### src/rtl/operand_select_pipe_pkg.sv
// Shared operand-select encodings and default widths for the decode, operand and ALU stages.
package operand_select_pipe_pkg;

   typedef enum logic [1:0] {
      OPSEL_REG   = 2'b00,
      OPSEL_NEG   = 2'b01,
      OPSEL_IMM_Z = 2'b10,
      OPSEL_IMM_S = 2'b11
   } opsel_e;

   localparam int DEFAULT_DATA_WIDTH = 8;
   localparam int DEFAULT_IMM_WIDTH  = 8;

endpackage

### src/rtl/operand_transform.sv
// Combinational operand source select and transform; also used by the branch-offset path.
module operand_transform
   import operand_select_pipe_pkg::*;
#(
   parameter int DATA_WIDTH = DEFAULT_DATA_WIDTH,
   parameter int IMM_WIDTH  = DEFAULT_IMM_WIDTH
) (
   input  logic [1:0]            sel_i,
   input  logic [DATA_WIDTH-1:0] reg_data_i,
   input  logic [IMM_WIDTH-1:0]  imm_i,
   output logic [DATA_WIDTH-1:0] data_o,
   output logic                  ovf_o
);

   localparam logic [DATA_WIDTH-1:0] MOST_NEG = {1'b1, {(DATA_WIDTH-1){1'b0}}};

   logic [DATA_WIDTH-1:0] neg_data;
   logic [DATA_WIDTH-1:0] imm_zext;
   logic [DATA_WIDTH-1:0] imm_sext;

   assign neg_data = ~reg_data_i + DATA_WIDTH'(1);
   assign imm_zext = DATA_WIDTH'(imm_i);
   assign imm_sext = DATA_WIDTH'($signed(imm_i));

   always_comb begin
      data_o = reg_data_i;
      ovf_o  = 1'b0;
      case (opsel_e'(sel_i))
         OPSEL_REG:   data_o = reg_data_i;
         OPSEL_NEG: begin
            // The most negative value wraps onto itself; flag it for the ALU.
            data_o = neg_data;
            ovf_o  = (reg_data_i == MOST_NEG);
         end
         OPSEL_IMM_Z: data_o = imm_zext;
         OPSEL_IMM_S: data_o = imm_sext;
         default:     data_o = reg_data_i;
      endcase
   end

endmodule

### src/rtl/operand_select_pipe.sv
// Registered operand-B selector: transform, then a valid/ready stage with a one-entry skid register.
module operand_select_pipe
   import operand_select_pipe_pkg::*;
#(
   parameter int DATA_WIDTH = DEFAULT_DATA_WIDTH,
   parameter int IMM_WIDTH  = DEFAULT_IMM_WIDTH
) (
   input  logic                  CLK,
   input  logic                  RESET,
   input  logic                  IN_VALID,
   output logic                  IN_READY,
   input  logic [DATA_WIDTH-1:0] REG_DATA,
   input  logic [IMM_WIDTH-1:0]  IMMEDIATE,
   input  logic [1:0]            SEL,
   output logic                  OUT_VALID,
   input  logic                  OUT_READY,
   output logic [DATA_WIDTH-1:0] OUT_DATA,
   output logic [1:0]            OUT_SEL,
   output logic                  NEG_OVF
);

   if (DATA_WIDTH < 2 || DATA_WIDTH > 32 || IMM_WIDTH < 1 || IMM_WIDTH > DATA_WIDTH) begin : g_param_err
      $error("operand_select_pipe: illegal DATA_WIDTH/IMM_WIDTH combination");
   end

   typedef struct packed {
      logic [DATA_WIDTH-1:0] data;
      logic [1:0]            sel;
      logic                  ovf;
   } slot_t;

   logic [DATA_WIDTH-1:0] xform_data;
   logic                  xform_ovf;
   slot_t                 in_slot;
   slot_t                 main_q, main_d;
   slot_t                 skid_q, skid_d;
   logic                  main_valid_q, main_valid_d;
   logic                  skid_valid_q, skid_valid_d;
   logic                  in_xfer;
   logic                  main_free;

   operand_transform #(
      .DATA_WIDTH (DATA_WIDTH),
      .IMM_WIDTH  (IMM_WIDTH)
   ) u_transform (
      .sel_i      (SEL),
      .reg_data_i (REG_DATA),
      .imm_i      (IMMEDIATE),
      .data_o     (xform_data),
      .ovf_o      (xform_ovf)
   );

   assign in_slot   = '{data: xform_data, sel: SEL, ovf: xform_ovf};
   assign in_xfer   = IN_VALID & ~skid_valid_q;
   // Main register can take a new item when empty or being drained this cycle.
   assign main_free = ~main_valid_q | OUT_READY;

   always_comb begin
      main_d       = main_q;
      main_valid_d = main_valid_q;
      skid_d       = skid_q;
      skid_valid_d = skid_valid_q;
      if (main_free) begin
         if (skid_valid_q) begin
            main_d       = skid_q;
            main_valid_d = 1'b1;
            skid_valid_d = 1'b0;
         end else if (in_xfer) begin
            main_d       = in_slot;
            main_valid_d = 1'b1;
         end else begin
            main_valid_d = 1'b0;
         end
      end else if (in_xfer) begin
         skid_d       = in_slot;
         skid_valid_d = 1'b1;
      end
   end

   always_ff @(posedge CLK or negedge RESET) begin
      if (!RESET) begin
         main_q       <= '0;
         main_valid_q <= 1'b0;
         skid_q       <= '0;
         skid_valid_q <= 1'b0;
      end else begin
         main_q       <= main_d;
         main_valid_q <= main_valid_d;
         skid_q       <= skid_d;
         skid_valid_q <= skid_valid_d;
      end
   end

   assign IN_READY  = ~skid_valid_q;
   assign OUT_VALID = main_valid_q;
   assign OUT_DATA  = main_q.data;
   assign OUT_SEL   = main_q.sel;
   assign NEG_OVF   = main_q.ovf;

endmodule

### config.mk
export PLATFORM = sky130hd
export DESIGN_NAME = operand_select_pipe
export DESIGN_NICKNAME = d
export VERILOG_FILES = /design/src/rtl/operand_select_pipe_pkg.sv /design/src/rtl/operand_transform.sv /design/src/rtl/operand_select_pipe.sv
export SDC_FILE = /design/constraint.sdc
export NUM_CORES = 1
export LEC_CHECK = 0
export ABC_CLOCK_PERIOD_IN_PS = 2550
export CORE_ASPECT_RATIO = 0.7
export CORE_MARGIN = 5
export CORE_UTILIZATION = 35
export DETAILED_ROUTE_END_ITERATION = 12
export GPL_TIMING_DRIVEN = 0
export PLACE_DENSITY = 0.67
export SYNTH_ARGS = -nofsm -noshare
export SYNTH_HDL_FRONTEND = slang
export SYNTH_HIERARCHICAL = 1
export SYNTH_SLANG_ARGS = --single-unit
### constraint.sdc
create_clock -name CLK -period 2.55 [get_ports CLK]
set_input_delay 0.51 -clock CLK [delete_from_list [all_inputs] [get_ports CLK]]
set_output_delay 0.51 -clock CLK [all_outputs]
set_load 0.05 [all_outputs]
==> metrics <==
outcome=complete, no violations; clk_lat worst skew=0.27 ns; First-pass DRT Iterations=5; Clk pin slew, worst setup/hold paths=0.08 ns; count of final setup violators=0; H-tree depth=1; worst-path fanout max=3; chip height=63.3 µm; Area Overhead vs Synth=32.4%; max-cap violations=0; placed cell count=200; CP peak stage delay=0.44 ns; mapped cell area=1420 µm²; Worst R2R Start=skid_valid_q; Final WS setup=0.231 ns; FMAX=431 MHz; LEAKAGE=0.000811 µW; DP Worst Slack=-0.0616 ns; Crit path top cell by count=mux2_4; GRT Residual Overflow=0; Slew Limit Fails=0; GP Congestion=0.745; crit path DAT=2.48 ns; CTS tree=built; Net Sw Frac=34.0%; Iteration-0 DRC Markers=28; DIE AREA=5460 µm²; crit path capture type=register; peak supply drop=394 µV; vias after detailed routing=1015; Core Rows=19; Detailed Route WL=2.92 mm; non-filler cells, final=204; slowest CP cell=clkdlybuf4s50_1; CTS root buf=clkbuf_8; Post-Synthesis Cells=114; Fin Clk Skew=0.00194 ns; Critical Path Start Type=input port; Hold Buf Count CTS=0; Worst Max-Slew Pin Slew=1.06 ns; # fillers=366; initial antenna violation count=0; reg2reg setup slack=1.17 ns; postcts setup bufs=0; hold path start=skid_q[4]; clock network power share=19.8%; Period minus WS final=2.32 ns; antenna viol nets, final=0; PortBufs=34; Chip Width=86.2 µm; synth unique cells=33; DRC violations left=0; Seq pwr share=39.2%; syn nets=137; Core Area=3920 µm²; Worst path top cell family by delay=buffers and inverters; share of layout cells above drive strength 1=29.6%; first-pass GRT wire length=5.09 mm; net switching power=447 µW; Final nets=176; synth warn=6; Comb pwr share=41.0%; number of global-route vias before repair=1100; diodes inserted=0; crit-path cells=clkdlybuf4s50_1 > inv_1 > ha_1 > or3b_1 > a311o_1 > mux2_4 > mux2_4; Final period util=90.9%; Seq cells post-synth=24; total CTS buffers=3; total power=1310 µW; DR WL/cell=14.3 µm; RSZ-0062 raised after global routing=false; HP Class=reg -> reg; register area share after synthesis=42.3%; IO Pins=35; number of gates resized after CTS=0; Hold Vio Cnt, Final=0; via-per-instance ratio=4.98; pwr dens=698 nW/µm²; Critical path buffers and inverters=2; Setup Total Neg Slack=0 ns; CP Launch Point=REG_DATA[0]; Tot GR Track Use=11.7%; crit path kind=in -> reg; CP Data Required Time=2.71 ns; Initial Utilization=36.2%; Max-Slew Margin vs Limit=29.0%; Bufs on Longest Clock Path=2; largest net degree at the start of global routing=25; Avg Cell Area, Syn=12.5 µm²; DP HPWL=2.22 mm; P_int=867 µW; TritonCTS Sinks=24
[cells by family after synthesis]
| family | share of synthesized area, % |
|---|---|
| xor gates and xnor gates | 1.23 |
| DFF | 42.3 |
| and+or+nand+nor | 12.1 |
| buffers and inverters | 4.93 |
| AOI/OAI and AO/OA | 6.95 |
| adders and majority gates | 0.880 |
| muxes | 31.6 |
[cell usage after synthesis]
| master | n | area share [%] |
|---|---|---|
| a21oi_1 | 1 | 0.35 |
| mux2i_1 | 1 | 0.70 |
| nor4_1 | 1 | 0.44 |
| and4_1 | 1 | 0.62 |
| nand2_1 | 5 | 1.3 |
| o21a_1 | 1 | 0.53 |
| mux2_4 | 18 | 19 |
| nand3_1 | 4 | 1.4 |
| nor2_1 | 5 | 1.3 |
| nand2b_4 | 1 | 0.97 |
| nand2b_1 | 2 | 0.88 |
| a311o_1 | 1 | 0.70 |
| buf_8 | 1 | 1.1 |
| and2_1 | 1 | 0.44 |
| ha_1 | 1 | 0.88 |
| a22oi_1 | 3 | 1.6 |
| dfrtp_1 | 24 | 42 |
| xor2_1 | 1 | 0.62 |
| nor3b_2 | 1 | 0.88 |
| o21ai_0 | 4 | 1.4 |
| a211o_1 | 3 | 1.8 |
| xnor2_1 | 1 | 0.62 |
| buf_2 | 2 | 0.70 |
| mux2_2 | 15 | 12 |
| or3b_1 | 1 | 0.62 |
| inv_1 | 3 | 0.79 |
| clkbuf_1 | 1 | 0.26 |
| buf_6 | 2 | 1.6 |
| o31ai_1 | 1 | 0.53 |
| nor2b_1 | 3 | 1.3 |
| buf_4 | 1 | 0.53 |
| nor3_1 | 2 | 0.70 |
| nand4b_1 | 2 | 1.2 |
[flip-flops by register name, summed over array words and instances (netlist names)]
signal        cells
NEG_OVF           1
skid_valid_q      1
skid_q           11
OUT_DATA          8
OUT_VALID         1
OUT_SEL           2
[path summary, 6_finish.rpt]
kind / to / cells past startpoint
setup reg to reg: skid_q[0] / 4
max in group asynchronous: skid_q[7] / 1
setup / recovery: OUT_DATA[4] / 7
min in group asynchronous: OUT_DATA[7] / 1
hold reg to reg: skid_q[4] / 1
hold / removal: skid_q[4] / 1
[per-stage QoR]
step | utilization, % | cell area, µm² | hold slack, ns
after floorplan | - | 1420 | 0.214
after global placement | 46.6 | 1830 | 0.487
after detailed placement | 46.6 | 1830 | 0.496
after CTS | 48.0 | 1880 | 0.516
after global routing | 48.0 | 1880 | 0.530
final | 48.0 | 1880 | 0.512
[placed cells by master, fill, tap and decap left out, types with 2 or more instances in the layout]
cell             count
a211o_1              3
a22oi_1              3
buf_2                2
buf_6                2
clkbuf_8             4
clkdlybuf4s50_1     34
dfrtp_1             24
inv_1                3
mux2_2              15
mux2_4              18
nand2_1              5
nand2b_1             2
nand3_1              4
nand4b_1             2
nor2_1               5
nor2b_1              3
nor3_1               2
o21ai_0              4
[layout make-up]
type                    instances  area (µm²)  share of cell area, %
plain buffers                   7        58.8                   3.13
clock buffers                   4        55.1                   2.93
inverters                       3        11.3                  0.598
multi-input cells              80         751                   39.9
flip-flops and latches         24         601                   31.9
well taps                      52        65.1                   3.46
repair buffers                 34         340                   18.1
[per-layer routing]
layer	track usage (%)	share of wire, %
met5	0	0
met4	2.17	0.72
met3	4.17	6.7
met2	19.1	48
met1	14.9	45
[power by group through the flow]
stage / registers [µW] / logic [µW] / clock network, µW
2_1_floorplan: 672 / 215 / 0
5_1_grt: 527 / 573 / 282
6_report: 515 / 539 / 260
3_3_place_gp: 517 / 538 / 0
4_1_cts: 516 / 544 / 274
3_5_place_dp: 523 / 542 / 0
[worst reg2reg max path, cell delays in order, from the launching register on]
cell	delay [ns]
dfrtp_1	0.38
buf_6	0.13
nor3b_2	0.19
buf_4	0.22
mux2_2	0.35
(Power assumes the default switching activity.)
